### src/rtl/sdram_port_arbiter.sv
// sdram_port_arbiter
// Shares the SDRAM controller command port between the CPU data master and
// the VGA frame DMA. Whole bursts are granted; VGA wins arbitration unless the
// CPU has waited STARVE_LIMIT cycles. Outstanding reads are tracked in order so
// each returned beat is routed to the requester that issued it.
//
// Optional build macro: SDRAM_ARB_STATS_EN adds the io_cpuGrants/io_vgaGrants
// grant counters.
//
// state     | meaning
// ----------+--------------------------------------------------------------
// IDLE      | arbitration cycle, no grant, all cmd_ready low
// CPU_BURST | CPU owns the controller port until its last beat handshakes
// VGA_BURST | VGA owns the controller port until its last beat handshakes

module sdram_port_arbiter #(
    parameter int ADDR_W       = 24,
    parameter int DATA_W       = 16,
    parameter int RSP_DEPTH    = 8,
    parameter int STARVE_LIMIT = 64
) (
    input  logic                io_axiClk,
    input  logic                io_asyncReset,

    input  logic                io_cpu_cmd_valid,
    output logic                io_cpu_cmd_ready,
    input  logic                io_cpu_cmd_write,
    input  logic [ADDR_W-1:0]   io_cpu_cmd_address,
    input  logic [DATA_W-1:0]   io_cpu_cmd_data,
    input  logic [DATA_W/8-1:0] io_cpu_cmd_mask,
    input  logic                io_cpu_cmd_last,
    output logic                io_cpu_rsp_valid,
    output logic [DATA_W-1:0]   io_cpu_rsp_data,

    input  logic                io_vga_cmd_valid,
    output logic                io_vga_cmd_ready,
    input  logic [ADDR_W-1:0]   io_vga_cmd_address,
    input  logic                io_vga_cmd_last,
    output logic                io_vga_rsp_valid,
    output logic [DATA_W-1:0]   io_vga_rsp_data,

    output logic                io_ctrl_cmd_valid,
    input  logic                io_ctrl_cmd_ready,
    output logic                io_ctrl_cmd_write,
    output logic [ADDR_W-1:0]   io_ctrl_cmd_address,
    output logic [DATA_W-1:0]   io_ctrl_cmd_data,
    output logic [DATA_W/8-1:0] io_ctrl_cmd_mask,
    input  logic                io_ctrl_rsp_valid,
    input  logic [DATA_W-1:0]   io_ctrl_rsp_data,

    output logic                io_rspError
`ifdef SDRAM_ARB_STATS_EN
    ,
    output logic [15:0]         io_cpuGrants,
    output logic [15:0]         io_vgaGrants
`endif
);

    localparam int MASK_W   = DATA_W / 8;
    localparam int PTR_W    = (RSP_DEPTH > 1) ? $clog2(RSP_DEPTH) : 1;
    localparam int CNT_W    = PTR_W + 1;
    localparam int STARVE_W = $clog2(STARVE_LIMIT + 1);

    typedef enum logic [1:0] {
        IDLE      = 2'd0,
        CPU_BURST = 2'd1,
        VGA_BURST = 2'd2
    } state_t;

    state_t               state;
    logic [STARVE_W-1:0]  starve;
    logic [RSP_DEPTH-1:0] src_mem;
    logic [PTR_W-1:0]     wr_ptr;
    logic [PTR_W-1:0]     rd_ptr;
    logic [CNT_W-1:0]     count;

    logic                 owner_valid;
    logic                 owner_write;
    logic                 owner_last;
    logic [ADDR_W-1:0]    owner_address;
    logic [DATA_W-1:0]    owner_data;
    logic [MASK_W-1:0]    owner_mask;

    logic                 fifo_full;
    logic                 fifo_empty;
    logic                 fifo_push;
    logic                 fifo_pop;
    logic                 head_src;
    logic                 beat_accept;
    logic                 starve_ok;
    logic                 vga_go;
    logic                 cpu_go;

    assign fifo_full  = (count == CNT_W'(RSP_DEPTH));
    assign fifo_empty = (count == '0);
    assign fifo_pop   = io_ctrl_rsp_valid & ~fifo_empty;
    assign head_src   = src_mem[rd_ptr];

    assign starve_ok  = (starve < STARVE_W'(STARVE_LIMIT));
    assign vga_go     = (state == IDLE) & io_vga_cmd_valid & starve_ok;
    assign cpu_go     = (state == IDLE) & ~vga_go & io_cpu_cmd_valid;

    // Owner mux: the granted master's command passes straight through; IDLE drives zeros.
    always_comb begin
        owner_valid   = 1'b0;
        owner_write   = 1'b0;
        owner_last    = 1'b0;
        owner_address = '0;
        owner_data    = '0;
        owner_mask    = '0;
        case (state)
            CPU_BURST: begin
                owner_valid   = io_cpu_cmd_valid;
                owner_write   = io_cpu_cmd_write;
                owner_last    = io_cpu_cmd_last;
                owner_address = io_cpu_cmd_address;
                owner_data    = io_cpu_cmd_data;
                owner_mask    = io_cpu_cmd_mask;
            end
            VGA_BURST: begin
                owner_valid   = io_vga_cmd_valid;
                owner_last    = io_vga_cmd_last;
                owner_address = io_vga_cmd_address;
            end
            default: ;
        endcase
    end

    // A read may only go out with a free source slot; a same-cycle pop frees one.
    assign io_ctrl_cmd_valid   = owner_valid & (owner_write | ~fifo_full | fifo_pop);
    assign io_ctrl_cmd_write   = owner_write;
    assign io_ctrl_cmd_address = owner_address;
    assign io_ctrl_cmd_data    = owner_data;
    assign io_ctrl_cmd_mask    = owner_mask;

    assign beat_accept      = io_ctrl_cmd_valid & io_ctrl_cmd_ready;
    assign fifo_push        = beat_accept & ~owner_write;
    assign io_cpu_cmd_ready = (state == CPU_BURST) & beat_accept;
    assign io_vga_cmd_ready = (state == VGA_BURST) & beat_accept;

    assign io_cpu_rsp_valid = fifo_pop & ~head_src;
    assign io_vga_rsp_valid = fifo_pop & head_src;
    assign io_cpu_rsp_data  = io_ctrl_rsp_data;
    assign io_vga_rsp_data  = io_ctrl_rsp_data;

    // Burst ownership: grant from IDLE, return to IDLE on the last beat's handshake.
    always_ff @(posedge io_axiClk or negedge io_asyncReset) begin
        if (!io_asyncReset) begin
            state <= IDLE;
        end else begin
            case (state)
                IDLE: begin
                    if (vga_go)
                        state <= VGA_BURST;
                    else if (cpu_go)
                        state <= CPU_BURST;
                end
                CPU_BURST, VGA_BURST: begin
                    if (beat_accept && owner_last)
                        state <= IDLE;
                end
                default: state <= IDLE;
            endcase
        end
    end

    // CPU wait counter; saturates so the CPU keeps its claim until granted.
    always_ff @(posedge io_axiClk or negedge io_asyncReset) begin
        if (!io_asyncReset) begin
            starve <= '0;
        end else if (cpu_go) begin
            starve <= '0;
        end else if (io_cpu_cmd_valid && (state != CPU_BURST) && starve_ok) begin
            starve <= starve + STARVE_W'(1);
        end
    end

    // In-order source FIFO for outstanding reads (0 = CPU, 1 = VGA).
    always_ff @(posedge io_axiClk or negedge io_asyncReset) begin
        if (!io_asyncReset) begin
            src_mem <= '0;
            wr_ptr  <= '0;
            rd_ptr  <= '0;
            count   <= '0;
        end else begin
            if (fifo_push) begin
                src_mem[wr_ptr] <= (state == VGA_BURST);
                wr_ptr          <= wr_ptr + PTR_W'(1);
            end
            if (fifo_pop)
                rd_ptr <= rd_ptr + PTR_W'(1);
            case ({fifo_push, fifo_pop})
                2'b10:   count <= count + CNT_W'(1);
                2'b01:   count <= count - CNT_W'(1);
                default: ;
            endcase
        end
    end

    // Sticky flag for a response beat that no read was waiting for.
    always_ff @(posedge io_axiClk or negedge io_asyncReset) begin
        if (!io_asyncReset)
            io_rspError <= 1'b0;
        else if (io_ctrl_rsp_valid && fifo_empty)
            io_rspError <= 1'b1;
    end

`ifdef SDRAM_ARB_STATS_EN
    // Grant counters, one tick per burst grant, free-running wrap.
    always_ff @(posedge io_axiClk or negedge io_asyncReset) begin
        if (!io_asyncReset) begin
            io_cpuGrants <= 16'd0;
            io_vgaGrants <= 16'd0;
        end else begin
            if (cpu_go)
                io_cpuGrants <= io_cpuGrants + 16'd1;
            if (vga_go)
                io_vgaGrants <= io_vgaGrants + 16'd1;
        end
    end
`endif

endmodule
### config.mk
export PLATFORM = sky130hd
export DESIGN_NAME = sdram_port_arbiter
export DESIGN_NICKNAME = d
export VERILOG_FILES = /design/src/rtl/sdram_port_arbiter.sv
export SDC_FILE = /design/constraint.sdc
export NUM_CORES = 1
export LEC_CHECK = 0
export BUFFER_PORTS_ARGS = -buffer_cell sky130_fd_sc_hd__buf_2
export CAP_MARGIN = 20
export CORE_MARGIN = 4
export CORE_UTILIZATION = 37
export DETAILED_ROUTE_END_ITERATION = 16
export MAX_ROUTING_LAYER = met4
export PLACE_DENSITY_LB_ADDON = 0.2
export SETUP_SLACK_MARGIN = 0.2
export SLEW_MARGIN = 10
export SYNTH_ARGS = -nofsm -noshare
export SYNTH_HDL_FRONTEND = slang
export SYNTH_SLANG_ARGS = --single-unit
### constraint.sdc
create_clock -name io_axiClk -period 2.78 [get_ports io_axiClk]
set_clock_uncertainty 0.05 [all_clocks]
set_input_delay 0.278 -clock io_axiClk [delete_from_list [all_inputs] [get_ports io_axiClk]]
set_output_delay 0.278 -clock io_axiClk [all_outputs]
set_load 0.02 [all_outputs]
==> results by group, run 1 <==
Run status
  – Run status: finished, final reports clean

Timing
  – Setup-failing EPs final: 0
  – Worst setup margin: around 0.33 ns
  – Max-slew violation count: 0
  – Final Hold Viols: 0
  – Worst slew margin: 57.1%
  – RSZ-0062 raised after global routing: true
  – Worst Max-Slew Pin Slew: 0.644 ns
  – Max Fclk: 408 MHz
  – Period utilisation layout: 88.2%
  – Min Clock Period, post-route: 2.45 ns
  – Setup_tns: 0 ns

Logic synthesis
  – Cell Area, Synth: 2310 um^2
  – Synth cell types: between 40 and 50
  – Top cell type's share of synthesized area: 30.3%
  – Post-synthesis simple-gate area fraction: 23.1%
  – XOR/XNOR Fraction of Synth Area: under 10%
  – Fraction of registers with async set/reset: 100%
  – Top cells by count, synth: nor2_1 (38), buf_4 (32), dfrtp_1 (28)
  – Main synth FF type: dfrtp_1
  – Count leader, synth: nor2_1
  – Mapped Nets: 357
  – Post-synthesis compound-gate area fraction: 13.8%
  – Top cells by area, synth: dfrtp_1 (30%), buf_4 (10%), a22oi_1 (7.8%)
  – Post-Syn Instances: about 260
  – Main combinational cell family by area after synthesis: simple AND/OR/NAND/NOR gates
  – Post-Syn Area per Cell: 9.01 um^2
  – Mux share of post-synthesis cell area: 8.16%
  – Yosys top cell by area: dfrtp_1
  – Register area share after synthesis: a little under a third
  – #FFs+latches synth: 28
  – Post-Synth Adder-Cell Area: 4.86%
  – Warnings from Yosys: 0
  – EDFF count, synth: 0

Clocking
  – CTS clk-pin slew, worst paths: 0.09 ns
  – Clk root buf: clkbuf_8
  – Insertion delay to the later sink of the worst-skew pair: 0.27 ns
  – Clock Sinks: 28
  – TritonCTS clock tree: yes
  – CTS buffer count: 3
  – Clock buffer depth: 2
  – H-tree depth: 1

Global route
  – First-pass GRT wire length: around 9000 um
  – GRT Resource Usage Total: 15.6%
  – Initial antenna violation count: 0
  – Pin count of the biggest net entering global routing: 35
  – Number of global-route vias before repair: 1902
  – Grt ovf: 0

Critical path
  – Critical path's top delay family: adder cells
  – Critical Path End Type: register
  – Crit-path cells: inv_1, ha_4, nand2_1, a311oi_4, nand2_2, ha_4, xor2_1, ha_1, a21oi_2, xor2_1, nor2_1, xor2_1
  – Critical-path maximum fanout: 5
  – WP buf/inv: 1
  – Crit-path max cell delay: 0.38 ns
  – Setup Crit Path Kind: reg2reg
  – R2r endpoint: count[2]
  – R2R setup slack: 0.33 ns
  – Crit path top cell by count: xor2_1
  – Startpoint type of the worst setup path: register
  – Critical path's slowest cell: dfrtp_1
  – Reg-to-Reg Start: state[0]
  – Critical Path RT: 2.89 ns
  – R2R depth: 12
  – Crit path DAT: 2.56 ns

Worst hold path
  – Worst Hold Depth: 2
  – HP Start: io_ctrl_rsp_valid
  – Hold worst-path end: io_rspError
  – Hold crit path type: in2reg

Route
  – Number of detailed-route iterations in the first pass: 6
  – Initial DRC count: 115
  – DRC violations left: 0
  – Final WL: 6360 um
  – Routed Antenna Nets: 0
  – Drt via density: 4.84
  – Avg WL per Cell: 15.0 um
  – Via Count: approximately 2100

Finish
  – Fill count: 583
  – # diodes: 0
  – Area growth, synth to finish: 26.5%
  – Layout cells sized above 1: 47.4%
  – Nets: 451

Floorplanning
  – Num ports: about 170
  – Die width: between 80 and 90 um
  – Die height: 87.1 um
  – Starting density of the core: about two fifths
  – Area of the core: 5990 um^2
  – # rows: 28
  – Total die area: 7590 um^2

Place
  – Setup WS pre-CTS: 0.171 ns
  – Dpl hpwl: 5090 um
  – PortBufs: 123
  – RePlAce Congestion: 0.834

Job
  – MaxCap Viol Count: 0

Power and ir drop
  – Max rail drop VDD: 0.578 mV
  – Leakage Power: approximately 1.6 nW
  – Pwr per Cell Area: 857 nW/um^2
## worst reg2reg max path, stage by stage (launching register included)
cell,delay [ns]
dfrtp_1,0.38
inv_1,0.09
ha_4,0.28
nand2_1,0.07
a311oi_4,0.29
nand2_2,0.14
ha_4,0.21
xor2_1,0.14
ha_1,0.21
a21oi_2,0.12
xor2_1,0.15
nor2_1,0.06
xor2_1,0.14
## metrics by stage
| stage | cells | utilization (%) | area, um^2 | power [mW] | hold WS [ns] |
|---|---|---|---|---|---|
| finish | 425 | 48.9 | 2930 | 2.51 | 0.174 |
| CTS | 420 | 47.3 | 2830 | 2.45 | 0.169 |
| global placement | 413 | 45.9 | 2750 | 2.16 | 0.286 |
| global route | 425 | 48.9 | 2930 | 2.75 | 0.169 |
| floorplan | 257 | - | 2320 | 1.84 | -0.0676 |
| detailed placement | 413 | 45.9 | 2750 | 2.18 | 0.284 |
## sequential cells by signal, indices dropped and copies added (netlist names)
name / flops
src_mem: 8
starve: 7
count: 4
rd_ptr: 3
wr_ptr: 3
state: 2
io_rspError: 1
## what timing repair did
action / in CTS / in global routing
buffers inserted: 2 / 5
endpoints found under the hold margin: 28 / 0
setup endpoints to repair: 2 / 2
resized for setup: 1 / 10
pin swaps: 0 / 2
hold buffers: 1 / 0
cloned: 0 / 0
## report_power, final
| group | internal [mW] | total (mW) | leakage (nW) | switching [mW] |
|---|---|---|---|---|
| registers | 0.557 | 0.738 | 0.357 | 0.181 |
| logic | 0.652 | 1.53 | 1.17 | 0.875 |
| clock network | 0.127 | 0.246 | 0.0288 | 0.120 |
| total | 1.34 | 2.51 | 1.55 | 1.18 |
## placed cells by master, fill, tap and decap left out, types with 2 or more instances in the layout
cell type,instances
buf_2,123
nor2_1,38
dfrtp_1,28
a22oi_1,24
and2_1,23
buf_4,12
nand2_1,10
xor2_1,8
mux2_2,7
xnor2_1,6
nand3_1,5
ha_1,5
nand4_1,4
clkbuf_8,4
inv_1,3
nor2b_1,3
mux2_4,3
nand4b_1,3
and3_1,3
ha_4,3
inv_2,2
nor3_1,2
mux4_2,2
mux2i_1,2
nand2b_1,2
nand3b_1,2
## cells by family after synthesis
logic type      Yosys count
simple gates            102
mux                      14
xor+xnor                 14
buf+inv                  52
compound gates           38
flops                    28
fa+ha+maj                 9
## final cells by class
cell class | count | area, um^2 | area share [%]
Clock buffer | 4 | 55.1 | 1.88
Inverter | 5 | 18.8 | 0.641
Multi-Input combinational cell | 177 | 1350 | 45.9
Sequential cell | 28 | 701 | 23.9
Tap cell | 75 | 93.8 | 3.20
Timing Repair Buffer | 136 | 716 | 24.4
## worst max path at each step
| stage | startpoint | to | slack, ns | cells after the start |
|---|---|---|---|---|
| 2_1_floorplan | state[0] | count[2] | 0.25 | 12 |
| 4_1_cts | state[1] | count[2] | 0.20 | 12 |
| 5_1_grt | state[0] | count[3] | 0.17 | 10 |
| 6_report | state[0] | count[2] | 0.33 | 12 |
| 3_3_place_gp | state[1] | count[2] | 0.25 | 12 |
| 3_5_place_dp | state[1] | count[2] | 0.17 | 12 |
## routing by layer
metal,part of all wire (%),GRT usage (%),up-vias
met3,8.9,3.12,0
met5,0,-,-
li1,-,-,1047
met4,0,1.67,0
met2,50,26.6,93
met1,41,19.9,916
No activity file was read; power rests on OpenSTA's default activity.
==> inputs of run 2 (changes only) <==
--- a/config.mk
+++ b/config.mk
@@ -8,7 +8,7 @@
 export BUFFER_PORTS_ARGS = -buffer_cell sky130_fd_sc_hd__buf_2
 export CAP_MARGIN = 20
 export CORE_MARGIN = 4
-export CORE_UTILIZATION = 37
+export CORE_UTILIZATION = 41
 export DETAILED_ROUTE_END_ITERATION = 16
 export MAX_ROUTING_LAYER = met4
 export PLACE_DENSITY_LB_ADDON = 0.2
==> constraint.sdc (replaced) <==
create_clock -name io_axiClk -period 2.5 [get_ports io_axiClk]
set_clock_uncertainty 0.05 [all_clocks]
set_input_delay 0.25 -clock io_axiClk [delete_from_list [all_inputs] [get_ports io_axiClk]]
set_output_delay 0.25 -clock io_axiClk [all_outputs]
set_load 0.02 [all_outputs]
==> run 2 against run 1 <==
Clock power rose by 15%; maximum frequency rose by 5.6%; final cell count did not move; sequential share of layout area fell by 0.48 points; largest cell class unchanged; die area fell by 8.9%; critical path type unchanged; count of clock-buffer cells in the layout did not move; design area rose by 2.2%; power rose by 15%.
==> results by group, run 2 (synthesized netlist as in run 1, its figures left out) <==
Timing
  – RSZ-0062 raised after global routing: true
  – Min Clock Period, post-route: 2.32 ns
  – Worst setup margin: approximately 0.18 ns
  – Period utilisation layout: approximately 93%
  – Worst slew margin: 57.2%
  – Setup-failing EPs final: 0
  – Setup_tns: 0 ns
  – Hold Worst Slack: 0.161 ns
  – Max-slew violation count: 0
  – Max Fclk: about 430 MHz
  – Worst Max-Slew Pin Slew: 0.642 ns
  – Final Hold Viols: 0

Finish
  – Area occupied by multi-input gates: 1390 um^2
  – Max reg flops: 8
  – Top reg by flops: src_mem
  – Largest registers: src_mem x8, starve x7, count x4
  – Area growth, synth to finish: 29.4%
  – Commonest cells after routing, fill and taps aside: buf_2 (123), nor2_1 (38), dfrtp_1 (27)
  – Final non-filler cell total: 425
  – Layout cells sized above 1: 49.6%
  – Most common cell after layout, fill and taps aside: buf_2
  – Storage cell area: 702 um^2
  – Fill count: 526
  – # diodes: 0
  – Nets: 454

Floorplanning
  – # rows: 27
  – Die width: roughly 83 um
  – Die height: 83.1 um
  – Num ports: ~170
  – Total die area: approximately 6900 um^2
  – Starting density of the core: roughly 42%
  – Area of the core: 5510 um^2

Power and ir drop
  – Leakage Power: 1.57 nW
  – Pwr per Cell Area: 967 nW/um^2
  – Max rail drop VDD: 0.572 mV

Place
  – Setup WS pre-CTS: 0.101 ns
  – PortBufs: 123
  – Dpl hpwl: about 5200 um
  – Dpl cells: 412
  – RePlAce Congestion: 0.828

Clocking
  – Clock buffer depth: 2
  – TritonCTS clock tree: yes
  – Insertion delay to the later sink of the worst-skew pair: 0.28 ns
  – Clock Sinks: 28
  – CTS buffer count: 3
  – CTS clk-pin slew, worst paths: 0.10 ns
  – H-tree depth: 1
  – Clk root buf: clkbuf_8

Route
  – Drt via density: 5.02
  – Final WL: approximately 6600 um
  – Avg WL per Cell: 15.5 um
  – Number of detailed-route iterations in the first pass: 4
  – Routed Antenna Nets: 0
  – DRC violations left: 0
  – Via Count: 2132
  – Initial DRC count: 100

Critical path
  – Startpoint type of the worst setup path: register
  – Critical Path End Type: register
  – R2R depth: 12
  – R2r endpoint: count[2]
  – Setup Crit Path Kind: reg2reg
  – Crit path DAT: 2.44 ns
  – Critical Path RT: 2.62 ns
  – R2R setup slack: 0.18 ns
  – Critical-path maximum fanout: 4
  – Reg-to-Reg Start: state[0]

Global route
  – Number of global-route vias before repair: 2033
  – Pin count of the biggest net entering global routing: 46
  – Initial antenna violation count: 0
  – Grt ovf: 0
  – First-pass GRT wire length: 10300 um
  – GRT Resource Usage Total: 18.4%

Run status
  – Run status: finished, final reports clean

Worst hold path
  – Worst Hold Depth: 2
  – HP Start: io_ctrl_rsp_valid
  – Hold crit path type: in2reg
  – Hold worst-path end: io_rspError

Job
  – MaxCap Viol Count: 0
[run 2: area by class of cell]
cell class              count  area share [%]
well taps                  72            3.01
repair buffers            139            24.8
multi-input cells         177            46.3
flip-flops and latches     28            23.4
inverters                   5           0.627
clock buffers               4            1.84
[run 2: power breakdown]
part / internal (mW) / switching, mW
combinational: 0.785 / 0.998
clock: 0.141 / 0.143
sequential: 0.621 / 0.209
[run 2: worst max path at each step]
stage	endpoint	slack [ns]	start
after global placement	count[3]	0.18	state[1]
after global routing	count[3]	0.03	state[1]
final	count[2]	0.18	state[0]
after floorplan	count[2]	0.04	state[0]
after CTS	count[2]	0.17	state[0]
after detailed placement	count[2]	0.10	count[1]
[run 2: through the flow]
step	util, %	area (um^2)	power, mW
2_1_floorplan	-	2370	2.10
3_3_place_gp	51.0	2810	2.46
3_5_place_dp	51.0	2810	2.49
4_1_cts	53.6	2950	2.87
5_1_grt	54.4	2990	3.15
6_report	54.4	2990	2.90
[run 2: worst max-delay path, cell delays in order (launching register included)]
cell,delay [ns]
dfrtp_1,0.42
inv_2,0.11
ha_4,0.16
a22oi_4,0.05
a311oi_4,0.28
nand2_2,0.15
ha_4,0.21
xor2_2,0.16
ha_4,0.17
a21oi_2,0.11
xor2_1,0.15
nor2_1,0.06
xor2_1,0.13
[run 2: repair_timing]
action                                  CTS  global route
endpoints found under the setup margin    3             4
hold endpoints to repair                 28             0
setup buffers                             7             1
resized for setup                         6             5
pin swaps                                 5             4
hold buffers                              1             0
[run 2: metal layers]
layer,vias up,routed length [um],global-route usage (%)
met3,2,558,6.55
li1,1049,-,-
met1,983,2670,21.3
met5,-,0,-
met4,0,33,3.27
met2,98,3340,31.2
